**src/rtl/mouse_paddle_ctrl.sv**
```systemverilog
// -----------------------------------------------------------------------------
// mouse_paddle_ctrl
//
// Sits behind the PS/2 mouse receiver and turns its button levels into a
// rate-limited, clamped vertical paddle position for the ball game.
//
// The receiver's outputs live in the filtered-PS/2-clock domain, so every input
// is passed through a two-flop synchroniser into clk_12MHz. A rising edge of the
// synchronised packet-valid level is one packet event. Each event selects the
// movement direction: left button = up (has priority), right button = down,
// neither = stop. A free-running tick divider paces the movement. A hold
// counter stops the paddle when no packet has arrived for HOLD_TICKS ticks.
//
// Ports
//   clk_12MHz     in   1   system clock
//   reset         in   1   asynchronous, active-low reset
//   i_upr         in   1   left-button level from receiver (async domain)
//   i_downr       in   1   right-button level from receiver (async domain)
//   i_valid       in   1   packet-valid level from receiver (async domain)
//   o_pos_y       out  10  paddle top coordinate
//   o_move_up     out  1   FSM is in UP
//   o_move_down   out  1   FSM is in DOWN
//   o_at_top      out  1   o_pos_y == PADDLE_MIN
//   o_at_bottom   out  1   o_pos_y == PADDLE_MAX
//   o_cmd_strobe  out  1   one-cycle pulse per accepted packet
// -----------------------------------------------------------------------------
module mouse_paddle_ctrl #(
  parameter int TICK_DIV   = 200000,
  parameter int STEP       = 4,
  parameter int PADDLE_MIN = 0,
  parameter int PADDLE_MAX = 400,
  parameter int INIT_POS   = 200,
  parameter int HOLD_TICKS = 30
) (
  input  logic       clk_12MHz,
  input  logic       reset,
  input  logic       i_upr,
  input  logic       i_downr,
  input  logic       i_valid,
  output logic [9:0] o_pos_y,
  output logic       o_move_up,
  output logic       o_move_down,
  output logic       o_at_top,
  output logic       o_at_bottom,
  output logic       o_cmd_strobe
);

  localparam int TICK_W = $clog2(TICK_DIV);
  localparam int HOLD_W = $clog2(HOLD_TICKS + 1);

  localparam logic [TICK_W-1:0] TICK_LAST = TICK_W'(TICK_DIV - 1);
  localparam logic [HOLD_W-1:0] HOLD_LAST = HOLD_W'(HOLD_TICKS);

  localparam logic [10:0] STEP_11 = 11'(STEP);
  localparam logic [10:0] MIN_11  = 11'(PADDLE_MIN);
  localparam logic [10:0] MAX_11  = 11'(PADDLE_MAX);
  localparam logic [9:0]  MIN_10  = 10'(PADDLE_MIN);
  localparam logic [9:0]  MAX_10  = 10'(PADDLE_MAX);
  localparam logic [9:0]  INIT_10 = 10'(INIT_POS);

  typedef enum logic [1:0] {
    ST_IDLE = 2'd0,
    ST_UP   = 2'd1,
    ST_DOWN = 2'd2
  } state_t;

  // Synchroniser and valid-history registers
  logic              r_upr_meta;
  logic              r_upr_s;
  logic              r_downr_meta;
  logic              r_downr_s;
  logic              r_valid_meta;
  logic              r_valid_s;
  logic              r_valid_prev;
  logic [2:0]        r_fill;

  // Movement registers
  logic [TICK_W-1:0] r_tick_cnt;
  logic [HOLD_W-1:0] r_hold;
  state_t            r_state;
  logic [9:0]        r_pos_y;
  logic              r_move_up;
  logic              r_move_down;
  logic              r_cmd_strobe;

  // Combinational next-state terms
  logic              w_tick;
  logic              w_pkt;
  logic [10:0]       w_pos_ext;
  logic [9:0]        w_pos_dec;
  logic [10:0]       w_pos_inc_raw;
  logic [9:0]        w_pos_inc;
  logic [9:0]        w_pos_nxt;
  state_t            w_state_nxt;
  logic [HOLD_W-1:0] w_hold_nxt;
  logic [HOLD_W-1:0] w_hold_inc;

  // Two-flop synchronisers for the receiver levels, plus valid history.
  // r_fill marks how many history stages hold real samples since reset: the
  // history flops clear to 0, so without it a valid held high through reset
  // would look like a fresh rise once reset is released.
  always_ff @(posedge clk_12MHz or negedge reset) begin
    if (!reset) begin
      r_upr_meta   <= 1'b0;
      r_upr_s      <= 1'b0;
      r_downr_meta <= 1'b0;
      r_downr_s    <= 1'b0;
      r_valid_meta <= 1'b0;
      r_valid_s    <= 1'b0;
      r_valid_prev <= 1'b0;
      r_fill       <= 3'b000;
    end else begin
      r_upr_meta   <= i_upr;
      r_upr_s      <= r_upr_meta;
      r_downr_meta <= i_downr;
      r_downr_s    <= r_downr_meta;
      r_valid_meta <= i_valid;
      r_valid_s    <= r_valid_meta;
      r_valid_prev <= r_valid_s;
      r_fill       <= {r_fill[1:0], 1'b1};
    end
  end

  assign w_pkt  = r_valid_s & ~r_valid_prev & r_fill[2];
  assign w_tick = (r_tick_cnt == TICK_LAST);

  // Free-running movement tick divider; packets never restart it
  always_ff @(posedge clk_12MHz or negedge reset) begin
    if (!reset) begin
      r_tick_cnt <= {TICK_W{1'b0}};
    end else if (w_tick) begin
      r_tick_cnt <= {TICK_W{1'b0}};
    end else begin
      r_tick_cnt <= r_tick_cnt + TICK_W'(1);
    end
  end

  // Clamped step arithmetic, done 11 bits wide so it cannot wrap
  always_comb begin
    w_pos_ext     = {1'b0, r_pos_y};
    w_pos_inc_raw = w_pos_ext + STEP_11;
    if (w_pos_ext >= (MIN_11 + STEP_11)) begin
      w_pos_dec = 10'(w_pos_ext - STEP_11);
    end else begin
      w_pos_dec = MIN_10;
    end
    if (w_pos_inc_raw > MAX_11) begin
      w_pos_inc = MAX_10;
    end else begin
      w_pos_inc = w_pos_inc_raw[9:0];
    end
  end

  // Position update: moves on a tick according to the state before any packet
  always_comb begin
    w_pos_nxt = r_pos_y;
    if (w_tick) begin
      case (r_state)
        ST_UP:   w_pos_nxt = w_pos_dec;
        ST_DOWN: w_pos_nxt = w_pos_inc;
        default: w_pos_nxt = r_pos_y;
      endcase
    end else begin
      w_pos_nxt = r_pos_y;
    end
  end

  // Direction / hold-timeout decision; a packet overrides the tick's increment
  always_comb begin
    w_state_nxt = r_state;
    w_hold_nxt  = r_hold;
    w_hold_inc  = r_hold + HOLD_W'(1);
    if (w_pkt) begin
      w_hold_nxt = {HOLD_W{1'b0}};
      if (r_upr_s) begin
        w_state_nxt = ST_UP;
      end else if (r_downr_s) begin
        w_state_nxt = ST_DOWN;
      end else begin
        w_state_nxt = ST_IDLE;
      end
    end else if (w_tick && (r_state != ST_IDLE)) begin
      if (w_hold_inc == HOLD_LAST) begin
        w_state_nxt = ST_IDLE;
        w_hold_nxt  = {HOLD_W{1'b0}};
      end else begin
        w_state_nxt = r_state;
        w_hold_nxt  = w_hold_inc;
      end
    end else begin
      w_state_nxt = r_state;
      w_hold_nxt  = r_hold;
    end
  end

  // FSM state, position and registered outputs
  always_ff @(posedge clk_12MHz or negedge reset) begin
    if (!reset) begin
      r_state      <= ST_IDLE;
      r_hold       <= {HOLD_W{1'b0}};
      r_pos_y      <= INIT_10;
      r_move_up    <= 1'b0;
      r_move_down  <= 1'b0;
      r_cmd_strobe <= 1'b0;
    end else begin
      r_state      <= w_state_nxt;
      r_hold       <= w_hold_nxt;
      r_pos_y      <= w_pos_nxt;
      r_move_up    <= (w_state_nxt == ST_UP);
      r_move_down  <= (w_state_nxt == ST_DOWN);
      r_cmd_strobe <= w_pkt;
    end
  end

  assign o_pos_y      = r_pos_y;
  assign o_move_up    = r_move_up;
  assign o_move_down  = r_move_down;
  assign o_cmd_strobe = r_cmd_strobe;
  // Limit flags follow pos_y directly so they are valid straight out of reset
  assign o_at_top     = (r_pos_y == MIN_10);
  assign o_at_bottom  = (r_pos_y == MAX_10);

endmodule

```
**config.mk**
```make
export PLATFORM = sky130hd
export DESIGN_NAME = mouse_paddle_ctrl
export DESIGN_NICKNAME = d
export VERILOG_FILES = /design/src/rtl/mouse_paddle_ctrl.sv
export SDC_FILE = /design/constraint.sdc
export NUM_CORES = 1
export LEC_CHECK = 0
export ABC_CLOCK_PERIOD_IN_PS = 2600
export BUFFER_PORTS_ARGS = -buffer_cell sky130_fd_sc_hd__buf_4
export CORE_MARGIN = 3
export CORE_UTILIZATION = 41
export DETAILED_ROUTE_END_ITERATION = 10
export PLACE_DENSITY_LB_ADDON = 0.2
export SKIP_LAST_GASP = 1
export SYNTH_ARGS = -nofsm -noshare
export SYNTH_HDL_FRONTEND = slang
export SYNTH_SLANG_ARGS = --single-unit
```
**constraint.sdc**
```tcl
create_clock -name clk_12MHz -period 2.6 [get_ports clk_12MHz]
set_clock_uncertainty 0.15 [all_clocks]
set_input_delay 0.26 -clock clk_12MHz [delete_from_list [all_inputs] [get_ports clk_12MHz]]
set_output_delay 0.26 -clock clk_12MHz [all_outputs]
set_load 0.02 [all_outputs]
```
==> results.md, run 1 <==
Die:
- During I/O placement, the number of pins put on the boundary was 20.
- The initialized floorplan defines 27 standard-cell rows.
- The core footprint is 5680 µm².
- The area of the die is 7010 µm².
- The starting density of the core is 43.6%.
- The chip width is 83.7 µm.
- The vertical extent of the die is 83.7 µm.

Synthesis:
- The share of the synthesized area in the top cell type is 43.5%.
- For this run, the register share of the synthesized area comes to 46.6%.
- The number of flip-flops and latches in the synthesized netlist is 46.
- Ranked by total cell area, the synthesized netlist is headed by sky130_fd_sc_hd__dfrtp_1, sky130_fd_sc_hd__ha_1, sky130_fd_sc_hd__nor2_1.
- The number of warning messages in the yosys log is 0.
- The post-synthesis instance area is 2480 µm².
- The number of cells produced by synthesis is 254.
- In the synthesized netlist the dominant register cell turns out to be sky130_fd_sc_hd__dfrtp_1.
- sky130_fd_sc_hd__dfrtp_1 is the most common cell in the netlist.
- After synthesis, the mean cell area works out to 9.75 µm².
- The commonest cells after synthesis are sky130_fd_sc_hd__dfrtp_1, sky130_fd_sc_hd__nor2_1, sky130_fd_sc_hd__nand2_1, sky130_fd_sc_hd__nand3_1, sky130_fd_sc_hd__o21ai_0.
- Of all flip-flops after synthesis, the portion carrying an async set or reset was 100%.
- sky130_fd_sc_hd__dfrtp_1 takes more of the synthesized area than any other cell.
- Counting flops with a built-in enable in the synthesized netlist gives 0.
- The post-synthesis cell type count is 55.

Clock network:
- The number of buffers added by the clock tree synthesis step is 5.
- In this run the deepest clock path goes through 2 buffers.
- The clock insertion delay at the later pin of the skew report is 310 ps.
- Clock-pin slew was measured on the worst setup and hold paths at 90 ps.
- The tree built by TritonCTS fans out to 46 sinks.
- The clock tree from TritonCTS is built.
- The post-cts sizing count is 0.
- The cell sitting at the root of the clock tree is a sky130_fd_sc_hd__clkbuf_8.
- The H-tree level count is 2.

Cells and area:
- The count of nets after finishing is 291.
- The area added between synthesis and finish is 13.7%.
- The finished cells cover 2820 µm².
- 0 antenna diodes ended up in the layout.
- The proportion of layout cells with a drive suffix above 1 is 16.9%.
- The final-layout fill cell count is 536.

Power:
- After layout, the design draws a total of 1.28 mW.
- Combinational logic burns 6.0% of the power.
- The total power density per cell area is 454 nW/µm².
- Registers are responsible for 57.8% of the overall power.
- VDD sags by at most 0.215 mV.
- Internal power comes to 0.954 mW.
- The switching part of the total power is 25.3%.
- The clock network burns 36.2% of the power.
- The leakage power is 1.26 nW.
- The analysis attributes to net switching a power of 0.324 mW.

Timing:
- The setup violation total in the final timing report is 0.
- The actual slew at the worst max-slew pin is 646 ps.
- The total negative setup slack is 0 ps.
- The max-slew violation count is 0.
- The clock period minus final worst setup slack is 2440 ps.
- Setup repair after global routing left no endpoint under its margin.
- Dividing the final minimum period by the clock period gives 93.7%.
- The worst slew margin relative to its limit is 56.5%.
- Based on the critical path, the design can be clocked at up to 0.410 GHz.
- The final hold violation count was 0.
- On the final layout, the worst hold slack is 203 ps.

Setup path:
- The delay of the slowest critical-path stage is 520 ps.
- The data required time at the worst endpoint is 2650 ps.
- The cell count along the critical path is 8.
- STA classifies the critical path startpoint as a register.
- The critical path class is reg -> reg.
- The end point of the critical path is o_pos_y[4].
- The critical path's top delay family is simple AND/OR/NAND/NOR gates.
- STA classifies the critical path endpoint as a register.
- The critical path goes through inv_1 > ha_1 > or4b_4 > nor4b_4 > nor2_2 > a221oi_1 > a31o_2 > a21oi_2.
- For flop-to-flop paths, the worst setup slack is 160 ps.
- Of all nets on the critical path, the largest fanout is 9.
- The reg-to-reg endpoint is o_pos_y[4].
- The critical path starts at o_pos_y[3].
- The arrival time of the worst setup path is 2490 ps.
- The cell with the biggest individual delay on the critical path is sky130_fd_sc_hd__or4b_4.
- The number of buffers and inverters on the critical path is 1.
- The source of the worst register-to-register timing path is o_pos_y[3].
- The number of cells traversed by the worst register-to-register path is 8.

Outcome:
- The run finished with clean final reports.

Placed design:
- During placement, the flow inserted port buffers numbering 17.
- The half-perimeter wire length of the detailed placement result is 3400 µm.
- Routability-driven placement finished with a final weighted congestion of 0.878.
- In this run the cell area measured after placement is 2680 µm².

Global routing:
- The global-route usage over all layers is 15.0%.
- Summed over all layers, the global routing overflow is 0.
- The number of global-route vias before repair is 1893.
- Entering global routing, the biggest net connects 47 pins.
- The first global-routing pass estimated 8640 µm of wire.
- The initial antenna violation count was 0.

Flow run:
- Across the run, the number of max-cap violations was 0.

Routing:
- The detailed-route DRC error count is 0.
- The count of nets left with antenna violations once routing finished came out at 0.
- The initial detailed-routing violation count is 125.
- Using the TritonRoute via totals, the vias-per-cell ratio works out to 5.50.
- The routed layout has 1924 vias.
- Dividing the detail-routed wire length by the instance count gives 14.2 µm.
- The final layout contains routed wiring with a total length of 4970 µm.
- The detailed-router iteration count before antenna repair is 4.

Min path:
- The min-delay analysis places its worst path in the category reg -> reg.
-- layout by cell type, fill, tap and decap left out, types with 4 or more instances in the layout --
master,n
sky130_fd_sc_hd__a21oi_1,5
sky130_fd_sc_hd__and3_1,5
sky130_fd_sc_hd__o21ai_0,13
sky130_fd_sc_hd__nand4_1,7
sky130_fd_sc_hd__inv_1,8
sky130_fd_sc_hd__dfrtp_1,43
sky130_fd_sc_hd__buf_4,24
sky130_fd_sc_hd__o31ai_1,5
sky130_fd_sc_hd__and2_1,4
sky130_fd_sc_hd__nor3_1,5
sky130_fd_sc_hd__clkbuf_8,5
sky130_fd_sc_hd__nand2_1,19
sky130_fd_sc_hd__nor2b_1,6
sky130_fd_sc_hd__xor2_1,11
sky130_fd_sc_hd__nand3_1,13
sky130_fd_sc_hd__nor2_1,28
sky130_fd_sc_hd__a31oi_1,4
sky130_fd_sc_hd__dlygate4sd3_1,4
sky130_fd_sc_hd__ha_1,9
sky130_fd_sc_hd__xnor2_1,11
-- logic make-up (layout without fill, tap and decap cells) --
logic type	Yosys count	count (layout)	synth area share (%)
AOI/OAI and AO/OA	44	44	11.9
xor gates and xnor gates	22	22	7.78
adders and majority gates	9	9	4.55
buffers and inverters	21	44	3.94
DFF	46	46	46.6
muxes	3	3	1.31
other	2	3	0.303
and+or+nand+nor	107	107	23.6
-- how the worst min path moves through the flow --
stage                           from             to  slack, ps  cells past startpoint
after floorplan                reset   o_cmd_strobe       -190                      0
after global placement         reset  r_tick_cnt[0]        140                      1
after detailed placement       reset  r_tick_cnt[0]        150                      1
after CTS                  r_fill[0]      r_fill[1]        210                      0
after global routing       r_fill[1]      r_fill[2]        220                      0
final                     r_upr_meta        r_upr_s        200                      0
-- metrics by stage --
stage                     setup WS, ps  instances  util (%)
after floorplan                    105        255         -
after global placement             260        338      47.3
after detailed placement           180        338      47.3
after CTS                          150        350      49.6
after global routing              3.17        350      49.6
final                              163        350      49.6
-- layout make-up --
type                            count  area (µm²)  share of cell area (%)
Timing Repair Buffer               28         220                    7.82
Clock inverter                      3        25.0                   0.888
Tap cell                           72        90.1                    3.20
Inverter                            8        30.0                    1.07
Clock buffer                        5        68.8                    2.44
Multi-Input combinational cell    188        1230                    43.6
Sequential cell                    46        1150                    41.0
-- worst register-to-register path, cell delays in order (launching register included) --
cell and delay (ps):
sky130_fd_sc_hd__dfstp_2 430, sky130_fd_sc_hd__inv_1 120, sky130_fd_sc_hd__ha_1 210, sky130_fd_sc_hd__or4b_4 520
sky130_fd_sc_hd__nor4b_4 320, sky130_fd_sc_hd__nor2_2 100, sky130_fd_sc_hd__a221oi_1 270, sky130_fd_sc_hd__a31o_2 160
sky130_fd_sc_hd__a21oi_2 50
-- per-layer routing --
metal / vias up / routed length (µm) / global-route usage (%)
met5: - / 0 / 0
li1: 938 / - / -
met3: 7 / 227 / 3.36
met1: 927 / 2370 / 20.4
met2: 52 / 2310 / 22.5
met4: 0 / 61 / 7.31
-- flip-flops by register name, summed over array words and instances (netlist names), 2 cells and up --
name,cells
r_tick_cnt,18
r_fill,3
o_pos_y,8
r_state,2
r_hold,5
-- timing repair --
item | in CTS | in global routing
setup buffers | 0 | 0
endpoints found under the hold margin | 46 | 0
hold buffers | 4 | 0
-- power by group through the flow --
stage | Clock, mW | Sequential (mW) | Combinational, mW
final | 0.462 | 0.739 | 0.0770
after CTS | 0.474 | 0.739 | 0.0791
after floorplan | 0 | 0.758 | 0.0346
after global routing | 0.510 | 0.741 | 0.0870
after global placement | 0 | 0.752 | 0.0720
after detailed placement | 0 | 0.753 | 0.0734
Note: power is estimated with default switching activity, not from simulation.
==> run 2, diff against run 1 <==
--- a/config.mk
+++ b/config.mk
@@ -7,6 +7,8 @@
 export LEC_CHECK = 0
 export ABC_CLOCK_PERIOD_IN_PS = 2600
 export BUFFER_PORTS_ARGS = -buffer_cell sky130_fd_sc_hd__buf_4
+export CELL_PAD_IN_SITES_DETAIL_PLACEMENT = 1
+export CELL_PAD_IN_SITES_GLOBAL_PLACEMENT = 1
 export CORE_MARGIN = 3
 export CORE_UTILIZATION = 41
 export DETAILED_ROUTE_END_ITERATION = 10
==> run 2 against run 1 <==
Compared with the run above:
- worst hold slack lost 11 ps
- clock power grew 43%
- global-route usage grew 2.7 points
- highest routed layer unchanged
- register-to-register slack lost 50 ps
- clock-buffer cell count grew 1
- setup slack lost 54 ps
- first-iteration DRC count grew 17%
- largest power group unchanged
- cell count is the same
- design area grew 2.0%
==> results.md, run 2 (synthesized netlist as in run 1, its figures left out) <==
Routing:
- The post-route antenna net violation count is 0 (unchanged).
- The mean routed wirelength per cell is 17.0 µm (was 14.2 µm).
- The routed via count divided by cell count is 5.62 (was 5.50).
- The detailed-route DRC error count came to 0 (unchanged).
- The final routed wirelength across all metal layers came to 5940 µm (was 4970 µm).
- The detailed-router iteration count before antenna repair is 4 (unchanged).
- The total number of vias is 1966 (was 1924).
- The initial detailed-routing violation count is 146 (was 125).

Global routing:
- The initial antenna violation count is 0 (unchanged).
- The number of global-route vias before repair is 2027 (was 1893).
- The largest net degree at the start of global routing is 47 (unchanged).
- The total congestion overflow after global routing was 0 (unchanged).
- The global-route wire length before repair is 10000 µm (was 8640 µm).
- The global-route usage over all layers was 17.7% (was 15.0%).

Cells and area:
- The finished layout cell area was 2870 µm² (was 2820 µm²).
- The number of flip-flops in the largest register is 18 (unchanged).
- The proportion of layout cells with a drive suffix above 1 was 17.3% (was 16.9%).
- The final-layout fill cell count is 639 (was 536).
- The leading cell type in the layout, fill and taps excluded is sky130_fd_sc_hd__dfrtp_1 (unchanged).
- The antenna diode count is 0 (unchanged).
- The area added between synthesis and finish came to 16.0% (was 13.7%).
- Most frequent cells in the layout: sky130_fd_sc_hd__dfrtp_1, sky130_fd_sc_hd__nor2_1, sky130_fd_sc_hd__buf_4 (unchanged).
- The final design utilization was 50.6% (was 49.6%).
- The register bank with the most flops is r_tick_cnt (unchanged).
- The count of nets after finishing came to 291 (unchanged).

Power:
- The switching part of the total power is 21.0% (was 25.3%).
- The maximum resistive drop on vdd came to 0.455 mV (was 0.215 mV).
- The part of the total power dissipated in the clock network is 44.7% (was 36.2%).
- The sequential share of power came to 50.0% (was 57.8%).
- The part of the power in combinational logic is 5.3% (was 6.0%).
- The leakage power is 1.29 nW (was 1.26 nW).
- The internal power contribution is 1.17 mW (was 0.954 mW).
- The total power density per cell area came to 515 nW/µm² (was 454 nW/µm²).
- The total net switching power is 0.310 mW (was 0.324 mW).

Placed design:
- The placed cell area came to 2680 µm² (unchanged).
- The number of input and output port buffers inserted is 17 (unchanged).
- The final estimated routing congestion in global placement was 0.786 (was 0.878).
- The half-perimeter wire length of the detailed placement result was 4160 µm (was 3400 µm).

Flow run:
- The max-cap check violation count came to 0 (unchanged).

Clock network:
- The H-tree level count is 2 (unchanged).
- The clock transition at the register clock pins on the worst setup and hold paths after CTS was 90 ps (about the same).
- The largest buffer count on any clock path is 2 (unchanged).
- The clock insertion delay at the later pin of the skew report is 300 ps (was 310 ps).
- The TritonCTS sink count is 46 (unchanged).
- The number of buffers added by the clock tree synthesis step is 5 (unchanged).
- The clock tree root buffer cell is sky130_fd_sc_hd__clkbuf_8 (unchanged).
- The clock tree from TritonCTS is built (unchanged).

Setup path:
- The critical path class was reg -> reg (unchanged).
- The delay of the slowest critical-path stage is 520 ps (about the same).
- The register-to-register path setup slack is 110 ps (was 160 ps).
- The startpoint kind of the worst setup timing path is a register (unchanged).
- CP cell instances: inv_1 > ha_1 > or4b_4 > nor4b_4 > nor2_2 > nand3_1 > o21ai_0 > a41o_1 (was inv_1 > ha_1 > or4b_4 > nor4b_4 > nor2_2 > a221oi_1 > a31o_2 > a21oi_2).
- The data required time at the worst endpoint is 2690 ps (was 2650 ps).
- The kind of capture point of the worst setup path was a register (unchanged).
- The number of buffers and inverters on the critical path was 1 (unchanged).
- The arrival time of the worst setup path is 2580 ps (was 2490 ps).
- The maximum fanout encountered on the critical timing path is 9 (unchanged).
- The cell with the biggest individual delay on the critical path is sky130_fd_sc_hd__or4b_4 (unchanged).
- The critical path's top delay family is simple AND/OR/NAND/NOR gates (unchanged).

Timing:
- The clock period minus final worst setup slack is 2490 ps (was 2440 ps).
- The max-slew violation count is 0 (unchanged).
- The worst slew margin relative to its limit is 61.4% (was 56.5%).
- The final clock period utilization by the worst path is 95.8% (was 93.7%).
- RSZ-0062 raised after global routing: yes (was no).
- The actual slew at the worst max-slew pin is 579 ps (was 646 ps).
- The total negative setup slack is 0 ps (unchanged).
- The setup violation total in the final timing report is 0 (unchanged).
- The achievable clock frequency was 0.401 GHz (was 0.410 GHz).
- The final hold violation count came to 0 (unchanged).

Die:
- The area of the die is 7010 µm² (unchanged).
- The starting density of the core is 43.6% (unchanged).
- The placement row count was 27 (unchanged).
- The vertical extent of the die came to 83.7 µm (unchanged).
- The I/O pin count is 20 (unchanged).
- The core footprint is 5680 µm² (unchanged).
- The chip width is 83.7 µm (unchanged).

Min path:
- The class of the most critical hold timing path is reg -> reg (unchanged).

Outcome:
- Result of the run: complete, no violations (unchanged).
[run 2: cell type report]
cell class	instances	area, µm²	share of cell area (%)
Timing Repair Buffer	28	220	7.67
Tap cell	72	90.1	3.14
Clock buffer	6	82.6	2.88
Multi-Input combinational cell	188	1230	43.0
Sequential cell	46	1150	40.2
Inverter	8	30.0	1.05
Clock inverter	2	60.1	2.09
[run 2: what timing repair did]
item | 4_1_cts | 5_1_grt
hold buffers | 4 | 0
hold endpoints to repair | 46 | 0
resized for setup | 0 | 2
setup endpoints to repair | 0 | 3
setup buffers | 0 | 0
[run 2: path summary, 6_finish.rpt]
path / endpoint / cells past startpoint / from
worst max-delay path: o_pos_y[6] / 8 / o_pos_y[3]
max in group asynchronous: r_tick_cnt[7] / 2 / reset
worst max register to register: o_pos_y[6] / 8 / o_pos_y[3]
worst min register to register: r_upr_s / 0 / r_upr_meta
min in group asynchronous: r_valid_meta / 2 / reset
worst min-delay path: r_upr_s / 0 / r_upr_meta
[run 2: routing by layer]
metal  vias to the layer above  GRT usage (%)  wire (µm)
met3                         5           4.24        150
met1                      1003           23.3       2740
met2                        25           28.5       2990
li1                        933              -          -
met5                         -              0          0
met4                         0           6.14         60
[run 2: power groups by stage]
| stage | logic (mW) | registers, mW | clock network (mW) |
|---|---|---|---|
| after floorplan | 0.0346 | 0.758 | 0 |
| after global placement | 0.0726 | 0.753 | 0 |
| after detailed placement | 0.0754 | 0.754 | 0 |
| after CTS | 0.0801 | 0.740 | 0.676 |
| after global routing | 0.0887 | 0.742 | 0.711 |
| final | 0.0787 | 0.740 | 0.661 |
[run 2: stage by stage]
| stage | setup WS, ps | total power [mW] | std cells | hold WS (ps) |
|---|---|---|---|---|
| 2_1_floorplan | 105 | 0.793 | 255 | -186 |
| 3_3_place_gp | 248 | 0.826 | 338 | 149 |
| 3_5_place_dp | 126 | 0.830 | 338 | 160 |
| 4_1_cts | 97.5 | 1.50 | 350 | 199 |
| 5_1_grt | -16.4 | 1.54 | 350 | 208 |
| 6_report | 109 | 1.48 | 350 | 193 |
==> run 3, diff against run 2 <==
--- a/config.mk
+++ b/config.mk
@@ -12,7 +12,7 @@
 export CORE_MARGIN = 3
 export CORE_UTILIZATION = 41
 export DETAILED_ROUTE_END_ITERATION = 10
-export PLACE_DENSITY_LB_ADDON = 0.2
+export PLACE_DENSITY = 0.69
 export SKIP_LAST_GASP = 1
 export SYNTH_ARGS = -nofsm -noshare
 export SYNTH_HDL_FRONTEND = slang
==> run 3 against run 2 <==
Compared with the run above:
- clock power is 33% lower
- first-iteration DRC count down 45%
- register-to-register slack improved by 60 ps
- setup slack better by 65 ps
- highest routed layer unchanged
- critical path type unchanged
- critical endpoint unchanged
- design area down 1.5%
- maximum frequency increased by 2.7%
- sequential share of layout area up 0.60 points
- clock-buffer cell count fell by 1
- sequential power is essentially flat
==> results.md, run 3 (synthesized netlist as in run 1, its figures left out) <==
Setup path:
- The number of buffers and inverters on the critical path is 1 (unchanged).
- The delay of the slowest critical-path stage is 510 ps (was 520 ps).
- The data required time at the worst endpoint is 2690 ps (about the same).
- The startpoint kind of the worst setup timing path is a register (unchanged).
- The register-to-register path setup slack is 170 ps (was 110 ps).
- CP cell instances: inv_1 > ha_2 > or4b_4 > nor4b_4 > nor2_2 > nand3_1 > o21ai_0 > a41o_1 (was inv_1 > ha_1 > or4b_4 > nor4b_4 > nor2_2 > nand3_1 > o21ai_0 > a41o_1).
- The critical path class is reg -> reg (unchanged).
- The cell with the biggest individual delay on the critical path was sky130_fd_sc_hd__or4b_4 (unchanged).
- The arrival time of the worst setup path is 2520 ps (was 2580 ps).
- The critical path's top delay family is simple AND/OR/NAND/NOR gates (unchanged).
- The maximum fanout encountered on the critical timing path is 9 (unchanged).
- The kind of capture point of the worst setup path is a register (unchanged).

Routing:
- The detailed-route DRC error count is 0 (unchanged).
- The routed via count divided by cell count is 5.50 (was 5.62).
- The detailed-router iteration count before antenna repair came to 4 (unchanged).
- The mean routed wirelength per cell is 16.1 µm (was 17.0 µm).
- The total number of vias is 1932 (was 1966).
- The initial detailed-routing violation count is 81 (was 146).
- The post-route antenna net violation count came to 0 (unchanged).
- The final routed wirelength across all metal layers is 5650 µm (was 5940 µm).

Power:
- The total net switching power is 0.314 mW (was 0.310 mW).
- The switching part of the total power is 24.9% (was 21.0%).
- The total power density per cell area is 447 nW/µm² (was 515 nW/µm²).
- The maximum resistive drop on vdd is 0.329 mV (was 0.455 mV).
- The sequential share of power is 58.5% (was 50.0%).
- The internal power contribution was 0.949 mW (was 1.17 mW).
- The part of the power in combinational logic is 6.1% (was 5.3%).
- The part of the total power dissipated in the clock network was 35.3% (was 44.7%).
- The leakage power is 1.27 nW (was 1.29 nW).

Timing:
- The final hold violation count was 0 (unchanged).
- The actual slew at the worst max-slew pin is 575 ps (was 579 ps).
- The final clock period utilization by the worst path came to 93.3% (was 95.8%).
- The clock period minus final worst setup slack is 2430 ps (was 2490 ps).
- RSZ-0062 raised after global routing: yes (unchanged).
- The worst slew margin relative to its limit is 61.7% (was 61.4%).
- The setup violation total in the final timing report came to 0 (unchanged).
- The least setup slack across all paths after layout is 174 ps (was 109 ps).
- The worst hold margin was 198 ps (was 193 ps).
- The achievable clock frequency was 0.412 GHz (was 0.401 GHz).
- The max-slew violation count is 0 (unchanged).

Placed design:
- The total placed cells including tap cells was 339 (was 338).
- The half-perimeter wire length of the detailed placement result was 3980 µm (was 4160 µm).
- The worst slack at placement is 125 ps (was 126 ps).
- The number of input and output port buffers inserted is 17 (unchanged).
- The placed cell area is 2690 µm² (was 2680 µm²).
- The final estimated routing congestion in global placement is 0.775 (was 0.786).

Die:
- The chip width is 83.7 µm (unchanged).
- The placement row count is 27 (unchanged).
- The starting density of the core is 43.6% (unchanged).
- The core footprint is 5680 µm² (unchanged).
- The I/O pin count was 20 (unchanged).
- The vertical extent of the die is 83.7 µm (unchanged).
- The area of the die was 7010 µm² (unchanged).

Clock network:
- The TritonCTS sink count is 46 (unchanged).
- The largest buffer count on any clock path is 2 (unchanged).
- The number of buffers added by the clock tree synthesis step came to 5 (unchanged).
- The clock insertion delay at the later pin of the skew report came to 300 ps (about the same).
- The H-tree level count is 2 (unchanged).
- The clock tree root buffer cell is sky130_fd_sc_hd__clkbuf_8 (unchanged).
- The clock transition at the register clock pins on the worst setup and hold paths after CTS came to 90 ps (about the same).
- The clock tree from TritonCTS is built (unchanged).

Global routing:
- The met3 global-route usage came to 2.96% (was 4.24%).
- The largest net degree at the start of global routing was 47 (unchanged).
- The total congestion overflow after global routing was 0 (unchanged).
- The number of global-route vias before repair is 1991 (was 2027).
- The global-route wire length before repair is 9850 µm (was 10000 µm).
- The peak-usage layer in the global routing report is met2 (unchanged).
- The met2 routing resource usage after global routing is 28.4% (was 28.5%).
- The met1 track demand over resource in global routing is 23.3% (about the same).
- The global-route usage over all layers is 17.1% (was 17.7%).
- The initial antenna violation count came to 0 (unchanged).

Cells and area:
- The finished layout cell area is 2830 µm² (was 2870 µm²).
- The proportion of layout cells with a drive suffix above 1 was 18.3% (was 17.3%).
- The antenna diode count is 0 (unchanged).
- The area added between synthesis and finish is 14.2% (was 16.0%).
- Most frequent cells in the layout: sky130_fd_sc_hd__dfrtp_1, sky130_fd_sc_hd__nor2_1, sky130_fd_sc_hd__buf_4 (unchanged).
- The final cell count without fillers came to 351 (was 350).
- The final design utilization is 49.8% (was 50.6%).
- The number of flip-flops in the largest register is 18 (unchanged).
- The final-layout fill cell count is 656 (was 639).
- The register bank with the most flops is r_tick_cnt (unchanged).
- The leading cell type in the layout, fill and taps excluded is sky130_fd_sc_hd__dfrtp_1 (unchanged).
- The count of nets after finishing is 292 (was 291).

Min path:
- The class of the most critical hold timing path is reg -> reg (unchanged).

Flow run:
- The max-cap check violation count is 0 (unchanged).

Outcome:
- Result of the run: complete, no violations (unchanged).
[run 3: cell count changes in the layout (fill, tap and decap cells not counted)]
cell                        delta
sky130_fd_sc_hd__clkbuf_8      -1
sky130_fd_sc_hd__inv_6         +1
sky130_fd_sc_hd__clkinv_2      +2
sky130_fd_sc_hd__bufinv_16     -2
sky130_fd_sc_hd__ha_2          +2
sky130_fd_sc_hd__buf_4         +1
sky130_fd_sc_hd__ha_1          -2
[run 3: power groups by stage]
stage	Clock (mW)	Sequential, mW	Combinational, mW
2_1_floorplan	0	0.758	0.0346
3_3_place_gp	0	0.753	0.0728
3_5_place_dp	0	0.754	0.0733
4_1_cts	0.458	0.740	0.0785
5_1_grt	0.499	0.742	0.0866
6_report	0.446	0.740	0.0775
[run 3: worst reg2reg max path, stage by stage, from the launching register on]
cell and delay (ps):
sky130_fd_sc_hd__dfstp_2 420, sky130_fd_sc_hd__inv_1 130, sky130_fd_sc_hd__ha_2 230, sky130_fd_sc_hd__or4b_4 510, sky130_fd_sc_hd__nor4b_4 340, sky130_fd_sc_hd__nor2_2 110
sky130_fd_sc_hd__nand3_1 180, sky130_fd_sc_hd__o21ai_0 100, sky130_fd_sc_hd__a41o_1 200
[run 3: per-layer routing]
layer | vias up | wire length, µm
li1 | 939 | -
met1 | 966 | 2680
met2 | 25 | 2810
met3 | 2 | 148
met4 | 0 | 15
met5 | - | 0
[run 3: final timing paths]
kind	startpoint	to	cells after the start
max in group asynchronous	reset	r_downr_s	2
worst max register to register	o_pos_y[3]	o_pos_y[6]	8
min in group asynchronous	reset	r_tick_cnt[17]	2
worst max-delay path	o_pos_y[3]	o_pos_y[6]	8
worst min-delay path	r_valid_meta	r_valid_s	0
worst min register to register	r_valid_meta	r_valid_s	0
[run 3: what timing repair did]
item / CTS / global route
hold buffers: 4 / 0
setup buffers: 0 / 0
resized for setup: 0 / 4
setup endpoints to repair: 0 / 5
hold endpoints to repair: 46 / 0
[run 3: stage by stage]
stage | power [mW] | setup TNS, ps
2_1_floorplan | 0.793 | 0
3_3_place_gp | 0.826 | 0
3_5_place_dp | 0.827 | 0
4_1_cts | 1.28 | 0
5_1_grt | 1.33 | -11.1
6_report | 1.26 | 0
[run 3: final cells by class]
| cell class | instances | area, µm² | area share, % |
|---|---|---|---|
| multi-input cells | 188 | 1240 | 43.8 |
| clock inverters | 3 | 18.8 | 0.663 |
| inverters | 8 | 30.0 | 1.06 |
| clock buffers | 5 | 68.8 | 2.43 |
| flip-flops and latches | 46 | 1150 | 40.8 |
| repair buffers | 29 | 228 | 8.05 |
| well taps | 72 | 90.1 | 3.18 |
